`config.mk`:
```
export PLATFORM = sky130hd
export DESIGN_NAME = stream_demux
export DESIGN_NICKNAME = d
export VERILOG_FILES = /design/src/rtl/stream_demux_pkg.sv /design/src/rtl/demux_skid.sv /design/src/rtl/stream_demux.sv
export SDC_FILE = /design/constraint.sdc
export NUM_CORES = 1
export LEC_CHECK = 0
export BUFFER_PORTS_ARGS = -buffer_cell sky130_fd_sc_hd__buf_2
export CAP_MARGIN = 20
export CORE_AREA = 2 2 39 41
export DETAILED_ROUTE_END_ITERATION = 12
export DIE_AREA = 0 0 41 43
export GPL_ROUTABILITY_DRIVEN = 1
export HOLD_SLACK_MARGIN = 0.1
export PLACE_DENSITY = 0.63
export SLEW_MARGIN = 20
export SYNTH_ARGS = -nofsm -noshare
export SYNTH_HDL_FRONTEND = slang
export SYNTH_HIERARCHICAL = 1
export SYNTH_SLANG_ARGS = --single-unit
```
`constraint.sdc`:
```
create_clock -name clk -period 1.4 [get_ports clk]
set_input_delay 0.07 -clock clk [delete_from_list [all_inputs] [get_ports clk]]
set_output_delay 0.07 -clock clk [all_outputs]
set_load 0.01 [all_outputs]
```
`src/rtl/stream_demux_pkg.sv`:
```
// Shared types and constants for the stream demultiplexer and its skid buffers.
package stream_demux_pkg;

    typedef enum logic [1:0] {
        ST_IDLE,
        ST_FWD,
        ST_DROP
    } demux_state_e;

    localparam int unsigned SKID_DEPTH = 2;

endpackage

```
`src/rtl/demux_skid.sv`:
```
// Two-entry skid buffer: one-cycle latency, full throughput, ready registered from !full.
module demux_skid
    import stream_demux_pkg::*;
#(
    parameter int unsigned WIDTH = 9
) (
    input  logic             clk,
    input  logic             rst,
    input  logic             in_valid,
    output logic             in_ready,
    input  logic [WIDTH-1:0] in_data,
    output logic             out_valid,
    input  logic             out_ready,
    output logic [WIDTH-1:0] out_data
);

    logic [WIDTH-1:0] mem_q [SKID_DEPTH];
    logic             wr_q;
    logic             rd_q;
    logic [1:0]       cnt_q;
    logic [1:0]       cnt_d;
    logic             full_q;
    logic             push;
    logic             pop;

    always_comb begin
        push  = in_valid && !full_q;
        pop   = (cnt_q != 2'd0) && out_ready;
        cnt_d = cnt_q;
        if (push && !pop) begin
            cnt_d = cnt_q + 2'd1;
        end else if (pop && !push) begin
            cnt_d = cnt_q - 2'd1;
        end
    end

    always_ff @(posedge clk or posedge rst) begin
        if (rst) begin
            for (int unsigned i = 0; i < SKID_DEPTH; i++) begin
                mem_q[i] <= '0;
            end
            wr_q   <= 1'b0;
            rd_q   <= 1'b0;
            cnt_q  <= 2'd0;
            full_q <= 1'b0;
        end else begin
            if (push) begin
                mem_q[wr_q] <= in_data;
                wr_q        <= ~wr_q;
            end
            if (pop) begin
                rd_q <= ~rd_q;
            end
            cnt_q  <= cnt_d;
            full_q <= (cnt_d == 2'(SKID_DEPTH));
        end
    end

    assign in_ready  = !full_q;
    assign out_valid = (cnt_q != 2'd0);
    assign out_data  = mem_q[rd_q];

endmodule

```
`src/rtl/stream_demux.sv`:
```
// 1-to-N packet demultiplexer: destination latched on the first beat, out-of-range packets sunk.
module stream_demux
    import stream_demux_pkg::*;
#(
    parameter  int DATA_W  = 8,
    parameter  int NUM_OUT = 2,
    parameter  int USE_REG = 0,
    localparam int SEL_W   = $clog2(NUM_OUT)
) (
    input  logic                      clk,
    input  logic                      rst,
    input  logic                      in_valid,
    output logic                      in_ready,
    input  logic [DATA_W-1:0]         in_data,
    input  logic                      in_last,
    input  logic [SEL_W-1:0]          in_sel,
    output logic [NUM_OUT-1:0]        out_valid,
    input  logic [NUM_OUT-1:0]        out_ready,
    output logic [NUM_OUT*DATA_W-1:0] out_data,
    output logic [NUM_OUT-1:0]        out_last,
    output logic                      busy,
    output logic                      sel_err
);

    demux_state_e       state_q;
    logic [SEL_W-1:0]   locked_q;
    logic               busy_q;
    logic [SEL_W-1:0]   route;
    logic               route_ok;
    logic               steer;
    logic               accept;
    logic [NUM_OUT-1:0] down_ready;
    logic [NUM_OUT-1:0] dn_valid;

    always_comb begin
        route    = (state_q == ST_IDLE) ? in_sel : locked_q;
        route_ok = (int'(route) < NUM_OUT);
        steer    = route_ok && (state_q != ST_DROP);
        // Drop and error cases sink the beat regardless of downstream ready.
        in_ready = steer ? down_ready[route] : 1'b1;
        sel_err  = (state_q == ST_IDLE) && in_valid && !route_ok;
        accept   = in_valid && in_ready;
    end

    for (genvar i = 0; i < NUM_OUT; i++) begin : g_steer
        assign dn_valid[i] = in_valid && steer && (route == SEL_W'(i));
    end

    always_ff @(posedge clk or posedge rst) begin
        if (rst) begin
            state_q  <= ST_IDLE;
            locked_q <= '0;
            busy_q   <= 1'b0;
        end else begin
            case (state_q)
                ST_IDLE: begin
                    if (in_valid && !route_ok) begin
                        if (!in_last) begin
                            state_q <= ST_DROP;
                            busy_q  <= 1'b1;
                        end
                    end else if (accept && !in_last) begin
                        locked_q <= in_sel;
                        state_q  <= ST_FWD;
                        busy_q   <= 1'b1;
                    end
                end
                ST_FWD, ST_DROP: begin
                    if (accept && in_last) begin
                        state_q <= ST_IDLE;
                        busy_q  <= 1'b0;
                    end
                end
                default: begin
                    state_q <= ST_IDLE;
                    busy_q  <= 1'b0;
                end
            endcase
        end
    end

    assign busy = busy_q;

    if (USE_REG == 0) begin : g_comb
        assign out_valid  = dn_valid;
        assign down_ready = out_ready;
        assign out_last   = {NUM_OUT{in_last}};
        for (genvar i = 0; i < NUM_OUT; i++) begin : g_out
            assign out_data[i*DATA_W +: DATA_W] = in_data;
        end
    end else begin : g_reg
        for (genvar i = 0; i < NUM_OUT; i++) begin : g_out
            logic [DATA_W:0] skid_out;

            demux_skid #(
                .WIDTH(DATA_W + 1)
            ) u_skid (
                .clk      (clk),
                .rst      (rst),
                .in_valid (dn_valid[i]),
                .in_ready (down_ready[i]),
                .in_data  ({in_last, in_data}),
                .out_valid(out_valid[i]),
                .out_ready(out_ready[i]),
                .out_data (skid_out)
            );

            assign out_last[i]                  = skid_out[DATA_W];
            assign out_data[i*DATA_W +: DATA_W] = skid_out[DATA_W-1:0];
        end
    end

endmodule

```
; ---- Yosys cells after proc, flatten, opt, wreduce, memory -nomap -nowiden
; Index checks and enable logic that the tools add are counted.
[word_totals]
reg_bits = 4
in_bits = 15
wordCells = 31
[classes]
n_bitwise = 1
n_mux = 10
eq_ne = 5
n_reduce_logical = 11
n_lt_le_gt_ge = 1
[ops]
columns = cell, n
row1 = $logic_and 1x1->1, 6
row2 = $mux 1, 6
row3 = $mux 2, 2
row4 = $ne 2x2->1 const B, 2
row5 = $pmux 2 s2, 1
row6 = $reduce_and 2->1, 2
row7 = $eq 2x1->1 const B, 1
row8 = $eq 2x2->1 const B, 1
row9 = $logic_not 2->1, 1
row10 = $lt 1x2->1 const B, 1
row11 = $ne 2x1->1 const B, 1
row12 = $pmux 1 s2, 1
row13 = $reduce_or 2->1, 1
row14 = $logic_not 1->1, 1
row15 = $not 1->1, 1

; ---- Depth between registers and ports, before layout
; Gate-level depths: netlist of the first run.
[depth]
depth_word = 9
depth_mapped = 3
mapped_depth_nobuf = 3

; ---- Worst setup path after synthesis of the first run
; No wires, ideal clock.
[synth_timing]
path_type = register to register
start = reg state_q[0]
end = reg state_q[0]
setup_ns = 0.082
slack_ns = 0.126
path_stages_with_launch = 4
t_arrival_ns = 1.192
n_path_buf = 0
t_required_ns = 1.318
synth_period_minus_slack_ns = 1.274
cell_sequence = dfrtp_1 > mux2i_1 > mux2_4 > a31oi_1
[synth_via]
elab_chain_len = 9
word_cells_on_any_way = 16
cone_classes = eq/ne: 5 / mux: 5 / reduce/logical: 6
[synth_rtl]
columns = element, line_no
row1 = from (decl), stream_demux.sv:25  ; demux_state_e state_q;
row2 = from (signal assigned), stream_demux.sv:51  ; state_q <= ST_IDLE;
row3 = from (signal assigned), stream_demux.sv:59  ; state_q <= ST_DROP;
row4 = from (signal assigned), stream_demux.sv:64  ; state_q <= ST_FWD;
row5 = $logic_not 2->1, stream_demux.sv:36  ; route = (state_q == ST_IDLE) ? in_sel : locked_q;
row6 = $mux 1, stream_demux.sv:36
row7 = $mux 1 (implied by the code) (2 in series), stream_demux.sv:40  ; in_ready = steer ? down_ready[route] : 1'b1;
row8 = $mux 1 (*), stream_demux.sv:40
row9 = via in_ready, stream_demux.sv:13  ; output logic in_ready,
row10 = $logic_and 1x1->1 (*), stream_demux.sv:42  ; accept = in_valid && in_ready;
row11 = $logic_and 1x1->1 (on tied branches), "stream_demux.sv:69, stream_demux.sv:62"
row12 = $ne 2x2->1 (no source line) / $ne 2x1->1 (equally long branches), --
row13 = $reduce_and 2->1 (no source line) (*), --
; Mark *: on every way through the listed nets, which the timed path passes. The rest lies on a longest branch. The select of a mux whose other input is x is not followed.
; A chain may end at the register's enable or synchronous reset.

; ---- Final worst setup path of the first run
[layout_timing]
start = reg state_q[0]
end = out in_ready
[layout_via]
elab_chain_len = 5
word_cells_on_any_way = 6
cone_classes = eq/ne: 1 / mux: 4 / reduce/logical: 1
[layout_rtl]
columns = element, line_no
row1 = $logic_not 2->1, stream_demux.sv:36
row2 = $mux 1, stream_demux.sv:36
row3 = $mux 1 (implied by the code) (2 in series), stream_demux.sv:40
row4 = $mux 1 (*), stream_demux.sv:40
row5 = to (decl), stream_demux.sv:13
; Every way passes the cells marked *; elsewhere a longest branch is shown, timed or not. The select of a mux whose other input is x is not followed.

==> results of run 1 <==
==> critical path, stage by stage (launching register included) <==
cell and delay, ns:
dfrtp_1 0.37, mux2i_2 0.29, mux2_4 0.34, buf_6 0.12
==> cell usage after synthesis <==
cell type / count
mux2_4: 1
a21oi_1: 2
dfrtp_1: 2
conb_1: 1
and2_2: 1
nor2_1: 1
inv_1: 2
mux2_2: 1
buf_4: 19
and2b_2: 1
mux2i_1: 1
a31oi_1: 1
nor3b_1: 1
a311oi_1: 1
==> what timing repair did <==
item	4_1_cts	5_1_grt
hold buffers	4	0
setup endpoints to repair	1	2
cloned	0	0
setup buffers	1	0
gates resized for setup	2	1
endpoints found under the hold margin	4	0
==> registers in the layout, indices dropped and copies added, names as in the netlist <==
name      cells
locked_q      1
state_q       1
==> final timing paths <==
| path | from | end | slack (ns) |
|---|---|---|---|
| hold reg to reg | locked_q$_DFFE_PP0P_ | locked_q$_DFFE_PP0P_ | 0.59 |
| max in group asynchronous | rst | locked_q$_DFFE_PP0P_ | 1.05 |
| min in group asynchronous | rst | state_q[0]$_DFFE_PP0P_ | 0.23 |
| setup reg to reg | state_q[0]$_DFFE_PP0P_ | state_q[0]$_DFFE_PP0P_ | 0.14 |
| setup / recovery | state_q[0]$_DFFE_PP0P_ | in_ready | -0.01 |
| hold / removal | in_data[2] | out_data[10] | 0.14 |
==> power by group through the flow <==
stage	logic [mW]	registers, mW	clock network, mW
floorplan	0.0939	0.0742	0
global placement	0.0754	0.0719	0
detailed placement	0.0762	0.0721	0
CTS	0.102	0.0707	0.134
global route	0.117	0.0716	0.140
finish	0.105	0.0710	0.128
==> layer usage <==
metal	track usage [%]	wire length (um)
met3	7.33	95
met4	1.33	0
met1	9.03	252
met2	8.75	184
met5	0	0
==> cell usage in the layout, fill, tap and decap left out <==
| master | instances |
|---|---|
| buf_2 | 11 |
| dlygate4sd3_1 | 4 |
| clkbuf_4 | 3 |
| a21oi_1 | 2 |
| inv_1 | 2 |
| dfrtp_1 | 2 |
| mux2i_2 | 1 |
| mux2_4 | 1 |
| mux2_2 | 1 |
| a31oi_1 | 1 |
| nor3b_2 | 1 |
| nor2_1 | 1 |
| a311oi_1 | 1 |
| and2b_2 | 1 |
| and2_2 | 1 |
| conb_1 | 1 |
| buf_6 | 1 |
| buf_4 | 1 |
==> layout make-up <==
cell class | instances | area, um^2
inverters | 2 | 7.51
flip-flops and latches | 2 | 50.0
multi-input cells | 12 | 101
well taps | 16 | 20.0
repair buffers | 17 | 114
clock buffers | 3 | 22.5
fillers | 149 | 1070
==> cell families (layout without fill, tap and decap cells) <==
family	after synthesis	after routing	share of synthesized area (%)
buffers and inverters	21	22	51.3
AO/OA/AOI/OAI	4	4	8.55
AND/OR/NAND/NOR	4	4	9.40
flip-flops	2	2	17.1
multiplexers	3	3	12.4
other	1	1	1.28
==> metrics by stage <==
step	hold WS, ns	instances	TNS, ns	area (um^2)
after detailed placement	-0.0730	44	0	230
after CTS	0.136	52	-0.00339	310
final	0.140	52	-0.0141	315
after floorplan	-0.189	35	0	293
after global routing	0.140	52	-0.0489	315
after global placement	-0.0711	44	0	230
==> summary.txt, run 1 <==
Clock network
  – Root Buffer: clkbuf_4
  – Cts bufs inserted: 3
  – Clock Path Buffers: 2
  – CTS tree: done
  – CTS H-tree lvls: 1
  – Clk_lat worst skew: 0.22 ns
  – Clock-pin slew on the worst setup and hold paths: 0.03 ns
  – Clock sink total: 2

Pwr
  – Max VDD drop: 460 uV
  – P_int: 0.219 mW
  – Sw Share: 27.7%
  – Cell Pwr Density: 961 mW/mm^2
  – P_leak: 0.160 nW
  – Sequential group share of total power: 23.4%
  – Final Total Pwr: 0.303 mW
  – Clk pwr share: 42.1%
  – Psw: 0.0841 mW
  – Comb power frac: 34.5%

Yosys
  – Post-synth cell types: 14
  – Post-Syn Instances: 35
  – Yosys reg bits: 2
  – Mapped cell area: 293 um^2
  – Yosys Warn Count: 6
  – Synthesized Nets: 50
  – Synth top area share: 48.7%
  – Syn avg cell area: 8.37 um^2
  – Post-synth top area cell: buf_4
  – Area contributors post-synth: buf_4 49%, dfrtp_1 17%, mux2_4 5.1%
  – Seq/Total Area, Yosys: 17.1%

Worst setup path
  – R2R depth: 3
  – WS Path Type: reg2out
  – Worst Path Required: 1.33 ns
  – Crit end category: primary output
  – CP max FO: 3
  – Crit path DAT: 1.34 ns
  – CP Launch Type: register

Drt
  – Initial DRC count: 3
  – DRC: 0
  – Post-DR wirelength/cell: 10.2 um
  – Average vias per placed instance: 3.83
  – WL final: 532 um
  – First-pass DRT Iterations: 4
  – Routed Antenna Nets: 0
  – DR vias: 199

Cells and area
  – Diode count: 0
  – Finished Core Util: 22.8%
  – Area delta synth->final: 7.69%
  – Fin nets: 53
  – Layout cells sized above 1: 61.1%

Floorplan
  – Die width: 41 um
  – Die area: 0.00176 mm^2
  – I/O Pins: 38
  – Core box area: 0.00138 mm^2
  – # rows: 14
  – Die H: 43 um
  – Initial core utilization: 21.2%

Timing
  – Final Slew Violations: 0
  – Final Hold Vio Count: 0
  – # setup viols final: 1
  – PnR worst setup slack: -0.0141 ns
  – Peak Freq: 707 MHz
  – Fraction of the cycle the final worst path needs: 101%
  – Unrepaired setup endpoints after global routing: true
  – Clock skew: 0.00394 ns
  – Final Critical Period: 1.41 ns

Hold path
  – Hold crit path type: in2out
  – Worst Hold Path Cells: 0

Flow run
  – Max-cap violation count: 0

Outcome
  – Violated checks: setup timing
  – Status: finished, violations left

Global routing
  – Largest net degree at the start of global routing: 6
  – Initial antenna violation count: 0
  – Gr usage total: 7.24%
  – Vias in the first global route: 191
  – First-pass GRT wire length: 848 um
  – Global route overflow: 0

Placement
  – Placer Congestion: 0.634
  – Worst slack, placed: 0.103 ns
  – Detailed placer's ending HPWL: 359 um
  – Port Buffers: 12
Note: power is estimated with default switching activity, not from simulation.
==> run 2, diff against run 1 <==
Settings changed: BUFFER_PORTS_ARGS -buffer_cell sky130_fd_sc_hd__buf_2 to -buffer_cell sky130_fd_sc_hd__buf_4, PLACE_DENSITY 0.63 to 0.66.
Clock period 1.4 ns to 1.3 ns, I/O delays scaled along.
==> summary.txt, run 2 (synthesis gave the netlist of run 1 again) <==
Cells and area
  – Fin nets: 54 (was 53)
  – Area delta synth->final: 22.2% (was 7.69%)
  – Most common cell after layout, fill and taps aside: buf_4 (was buf_2)
  – Biggest regs: locked_q x1, state_q x1 (unchanged)
  – Commonest non-fill, non-tap cells in the layout: 11 x buf_4, 4 x dlygate4sd3_1, 3 x clkbuf_4, 3 x buf_6 (was 11 x buf_2, 4 x dlygate4sd3_1, 3 x clkbuf_4)
  – Fillers: 151 (was 149)
  – Finished Core Util: 25.9% (was 22.8%)
  – Layout cells sized above 1: 62.2% (was 61.1%)
  – Diode count: 0 (unchanged)

Drt
  – DRC: 0 (unchanged)
  – Average vias per placed instance: 3.94 (was 3.83)
  – DR vias: 209 (was 199)
  – Routed Antenna Nets: 0 (unchanged)
  – First-pass DRT Iterations: 4 (unchanged)
  – Post-DR wirelength/cell: 9.60 um (was 10.2 um)
  – Initial DRC count: 4 (was 3)
  – WL final: 509 um (was 532 um)

Outcome
  – Status: finished, violations left (unchanged)
  – Violated checks: setup timing (unchanged)

Timing
  – Final Slew Violations: 0 (unchanged)
  – Unrepaired setup endpoints after global routing: true (unchanged)
  – Clock skew: 0.00404 ns (was 0.00394 ns)
  – Peak Freq: 715 MHz
  – # setup viols final: 3 (was 1)
  – Final Hold Vio Count: 0 (unchanged)
  – PnR worst setup slack: -0.0977 ns (was -0.0141 ns)
  – Final Critical Period: 1.40 ns
  – Fraction of the cycle the final worst path needs: 108%

Worst setup path
  – Crit end category: primary output (unchanged)
  – Worst path max stage delay: 0.37 ns (about the same)
  – CP Launch Type: register (unchanged)
  – CP max FO: 2 (was 3)
  – Worst Path Buf+Inv: 2 (was 1)
  – Worst Path Required: 1.24 ns (was 1.33 ns)
  – Crit path DAT: 1.33 ns (was 1.34 ns)
  – Crit path max-delay family: flip-flops (was multiplexers)
  – CP max-delay cell: dfrtp_1 (unchanged)
  – WS Path Type: reg2out (unchanged)
  – CP cell instances: mux2i_2 > buf_4 > and2b_2 > buf_6 (was mux2i_2 > mux2_4 > buf_6)

Floorplan
  – I/O Pins: 38 (unchanged)
  – # rows: 14 (unchanged)
  – Initial core utilization: 21.2% (unchanged)
  – Core box area: 0.00138 mm^2 (unchanged)
  – Die H: 43 um (unchanged)
  – Die width: 41 um (unchanged)
  – Die area: 0.00176 mm^2 (unchanged)

Global routing
  – Global route overflow: 0 (unchanged)
  – Initial antenna violation count: 0 (unchanged)
  – Gr usage total: 8.12% (was 7.24%)
  – Largest net degree at the start of global routing: 6 (unchanged)
  – Vias in the first global route: 202 (was 191)
  – First-pass GRT wire length: 841 um (was 848 um)

Clock network
  – Root Buffer: clkbuf_4 (unchanged)
  – Clock Path Buffers: 2 (unchanged)
  – Cts bufs inserted: 3 (unchanged)
  – Clock-pin slew on the worst setup and hold paths: 0.03 ns (about the same)
  – Clock sink total: 2 (unchanged)
  – Clk_lat worst skew: 0.23 ns (was 0.22 ns)
  – CTS H-tree lvls: 1 (unchanged)
  – CTS tree: done (unchanged)

Pwr
  – Cell Pwr Density: 976 mW/mm^2 (was 961 mW/mm^2)
  – Final Total Pwr: 0.349 mW (was 0.303 mW)
  – P_leak: 0.176 nW (was 0.160 nW)
  – Max VDD drop: 601 uV (was 460 uV)

Placement
  – Detailed placer's ending HPWL: 390 um (was 359 um)
  – Port Buffers: 12 (unchanged)
  – Placer Congestion: 0.637 (was 0.634)

Hold path
  – Hold crit path type: in2out (unchanged)

Flow run
  – Max-cap violation count: 0 (unchanged)
run 2: repair_timing:
action | in CTS | in global routing
hold buffers | 4 | 0
buffers inserted | 1 | 0
endpoints found under the hold margin | 4 | 0
gates resized for setup | 4 | 1
setup endpoints to repair | 3 | 4
run 2: per-stage QoR:
stage          worst slack (ns)  setup TNS (ns)  area (um^2)  hold WS, ns  instances
2_1_floorplan            0.0264               0          293       -0.194         35
3_3_place_gp             0.0975               0          268      -0.0659         45
3_5_place_dp             0.0256               0          268      -0.0615         45
4_1_cts                  -0.115          -0.240          353        0.127         53
5_1_grt                  -0.156          -0.370          358        0.128         53
6_report                -0.0977          -0.188          358        0.130         53
run 2: worst register-to-register path, cell delays in order, from the launching register on:
cell and delay [ns]:
dfrtp_1 0.37, mux2i_2 0.27, mux2_4 0.33, a31oi_1 0.16
run 2: area by class of cell:
type	count	area (um^2)	area share [%]
clock buffer	3	22.5	6.29
sequential	2	50.0	14.0
timing repair buffer	18	156	43.7
tap	16	20.0	5.59
inverter	2	7.51	2.10
multi-input combinational	12	101	28.3
run 2: worst paths after layout:
check / start / to / slack [ns] / cells after the start
setup / recovery: state_q[0]$_DFFE_PP0P_ / out_valid[1] / -0.1 / 4
setup reg to reg: state_q[0]$_DFFE_PP0P_ / state_q[0]$_DFFE_PP0P_ / 0.09 / 3
max in group asynchronous: rst / locked_q$_DFFE_PP0P_ / 0.93 / 3
min in group asynchronous: rst / state_q[0]$_DFFE_PP0P_ / 0.25 / 3
hold reg to reg: locked_q$_DFFE_PP0P_ / locked_q$_DFFE_PP0P_ / 0.60 / 2
hold / removal: in_data[2] / out_data[2] / 0.13 / 0
run 2: layer usage:
layer | global-route usage [%] | vias to the layer above | routed length [um]
li1 | - | 97 | -
met1 | 9.29 | 92 | 226
met2 | 8.13 | 18 | 169
met3 | 10.5 | 2 | 108
met4 | 4.00 | 0 | 5
met5 | 0 | - | 0
run 2: power by group:
| part | internal [mW] | switching [mW] | total [mW] |
|---|---|---|---|
| clock network | 0.102 | 0.0349 | 0.137 |
| registers | 0.0699 | 0.00679 | 0.0767 |
| logic | 0.0855 | 0.0503 | 0.136 |
==> run 3, diff against run 2 <==
Settings changed: PLACE_DENSITY 0.66 to default, PLACE_DENSITY_LB_ADDON from default to 0.2.
==> summary.txt, run 3 (synthesis gave the netlist of run 1 again) <==
Clock network
  – Clock sink total: 2 (unchanged)
  – Root Buffer: clkbuf_4 (unchanged)
  – Clock Path Buffers: 2 (unchanged)
  – Clk_lat worst skew: 0.22 ns (was 0.23 ns)
  – Cts bufs inserted: 3 (unchanged)
  – Clock-pin slew on the worst setup and hold paths: 0.03 ns (about the same)
  – CTS tree: done (unchanged)
  – CTS H-tree lvls: 1 (unchanged)

Placement
  – Dpl cells: 45 (unchanged)
  – Worst slack, placed: -0.000704 ns (was 0.0256 ns)
  – Placed cell area: 268 um^2 (unchanged)
  – Port Buffers: 12 (unchanged)
  – Placer Congestion: 0.740 (was 0.637)

Worst setup path
  – R2R depth: 4 (was 3)
  – WS Path Type: reg2out (unchanged)
  – Worst Path Required: 1.24 ns (about the same)
  – Crit path DAT: 1.33 ns (about the same)
  – R2r startpoint: state_q[0]$_DFFE_PP0P_ (unchanged)
  – CP Launch Type: register (unchanged)
  – R2R Setup Slk: 0.05 ns (was 0.09 ns)
  – Crit end category: primary output (unchanged)
  – CP max FO: 2 (unchanged)
  – RR Endpoint: locked_q$_DFFE_PP0P_ (was state_q[0]$_DFFE_PP0P_)

Pwr
  – Max VDD drop: 447 uV (was 601 uV)
  – Sw Share: 26.8% (was 26.4%)
  – Psw: 0.0957 mW (was 0.0921 mW)
  – P_int: 0.261 mW (was 0.257 mW)
  – Cell Pwr Density: 971 mW/mm^2 (was 976 mW/mm^2)
  – Final Total Pwr: 0.357 mW (was 0.349 mW)
  – Comb power frac: 40.8% (was 38.9%)
  – P_leak: 0.176 nW (about the same)
  – Clk pwr share: 37.8% (was 39.1%)
  – Sequential group share of total power: 21.5% (was 22.0%)

Outcome
  – Violated checks: setup timing (unchanged)
  – Status: finished, violations left (unchanged)

Drt
  – Post-DR wirelength/cell: 10.9 um (was 9.60 um)
  – Initial DRC count: 0 (was 4)
  – First-pass DRT Iterations: 1 (was 4)
  – DR vias: 212 (was 209)
  – Average vias per placed instance: 4.00 (was 3.94)
  – Routed Antenna Nets: 0 (unchanged)
  – DRC: 0 (unchanged)
  – WL final: 577 um (was 509 um)

Cells and area
  – Area delta synth->final: 25.6% (was 22.2%)
  – Commonest non-fill, non-tap cells in the layout: 11 x buf_4, 4 x dlygate4sd3_1, 3 x clkbuf_4, 3 x buf_6 (unchanged)
  – Final non-filler cell total: 53 (unchanged)
  – Finished Core Util: 26.6% (was 25.9%)
  – Layout cells sized above 1: 62.2% (unchanged)
  – Fin nets: 54 (unchanged)
  – Fillers: 156 (was 151)
  – Most common cell after layout, fill and taps aside: buf_4 (unchanged)
  – Diode count: 0 (unchanged)
  – Final Cell Area: 368 um^2 (was 358 um^2)
  – Biggest regs: locked_q x1, state_q x1 (unchanged)

Hold path
  – Hold crit path type: in2out (unchanged)
  – Worst Hold Path Cells: 0 (unchanged)
  – HP Start: in_data[2] (unchanged)
  – Hold EP: out_data[10] (was out_data[2])

Timing
  – PnR worst setup slack: -0.0931 ns (was -0.0977 ns)
  – Fraction of the cycle the final worst path needs: 107% (was 108%)
  – # setup viols final: 2 (was 3)
  – Peak Freq: 718 MHz (was 715 MHz)
  – Final Slew Violations: 0 (unchanged)
  – Clock skew: 0.00241 ns (was 0.00404 ns)
  – Final Critical Period: 1.39 ns (was 1.40 ns)
  – Unrepaired setup endpoints after global routing: true (unchanged)
  – Final Hold Vio Count: 0 (unchanged)
  – TNS Setup: -0.178 ns (was -0.188 ns)
  – Hold slack: 0.130 ns (unchanged)

Floorplan
  – Core box area: 0.00138 mm^2 (unchanged)
  – # rows: 14 (unchanged)
  – Die H: 43 um (unchanged)
  – Die width: 41 um (unchanged)
  – Initial core utilization: 21.2% (unchanged)
  – Die area: 0.00176 mm^2 (unchanged)
  – I/O Pins: 38 (unchanged)

Global routing
  – Vias in the first global route: 231 (was 202)
  – Largest net degree at the start of global routing: 6 (unchanged)
  – Global route overflow: 0 (unchanged)
  – Gr usage total: 8.44% (was 8.12%)
  – First-pass GRT wire length: 924 um (was 841 um)
  – Initial antenna violation count: 0 (unchanged)

Flow run
  – Max-cap violation count: 0 (unchanged)
run 3: changes by cell type in the layout (fill, tap and decap cells not counted):
cell	change
a31oi_4	+1
nor3b_1	+1
nor3b_2	-1
a31oi_1	-1
run 3: worst max path at each step:
stage	startpoint	end	slack [ns]	depth (start not counted)
2_1_floorplan	state_q[0]$_DFFE_PP0P_	state_q[0]$_DFFE_PP0P_	0.03	3
3_3_place_gp	state_q[0]$_DFFE_PP0P_	state_q[0]$_DFFE_PP0P_	0.09	3
3_5_place_dp	state_q[0]$_DFFE_PP0P_	state_q[0]$_DFFE_PP0P_	-0.0007	3
4_1_cts	state_q[0]$_DFFE_PP0P_	out_valid[1]	-0.09	4
5_1_grt	state_q[0]$_DFFE_PP0P_	out_valid[1]	-0.17	4
6_report	state_q[0]$_DFFE_PP0P_	in_ready	-0.09	3
run 3: repair_timing:
item	in CTS	in global routing
hold buffers	4	0
gates resized for setup	4	2
buffers inserted	1	0
pin swaps	0	0
setup endpoints to repair	4	5
endpoints found under the hold margin	4	0
run 3: power by group through the flow:
| stage | Sequential, mW | Clock (mW) | Combinational, mW |
|---|---|---|---|
| final | 0.0767 | 0.135 | 0.146 |
| after global routing | 0.0783 | 0.147 | 0.162 |
| after CTS | 0.0765 | 0.144 | 0.136 |
| after detailed placement | 0.0788 | 0 | 0.105 |
| after global placement | 0.0775 | 0 | 0.105 |
| after floorplan | 0.0799 | 0 | 0.101 |
run 3: area by class of cell:
class / instances / area, um^2 / share of cell area (%)
Clock buffer: 3 / 22.5 / 6.12
Inverter: 2 / 7.51 / 2.04
Multi-Input combinational cell: 12 / 111 / 30.3
Sequential cell: 2 / 50.0 / 13.6
Tap cell: 16 / 20.0 / 5.44
Timing Repair Buffer: 18 / 156 / 42.5
run 3: per-layer routing:
metal	global-route usage (%)	wire length, um
met4	11.3	13
met1	7.74	205
met2	10.3	270
met3	5.24	88
met5	0	0
run 3: worst max-delay path: stages (launching register included):
cell     delay, ns
dfrtp_1       0.37
mux2i_2       0.26
mux2_4        0.35
buf_6         0.13
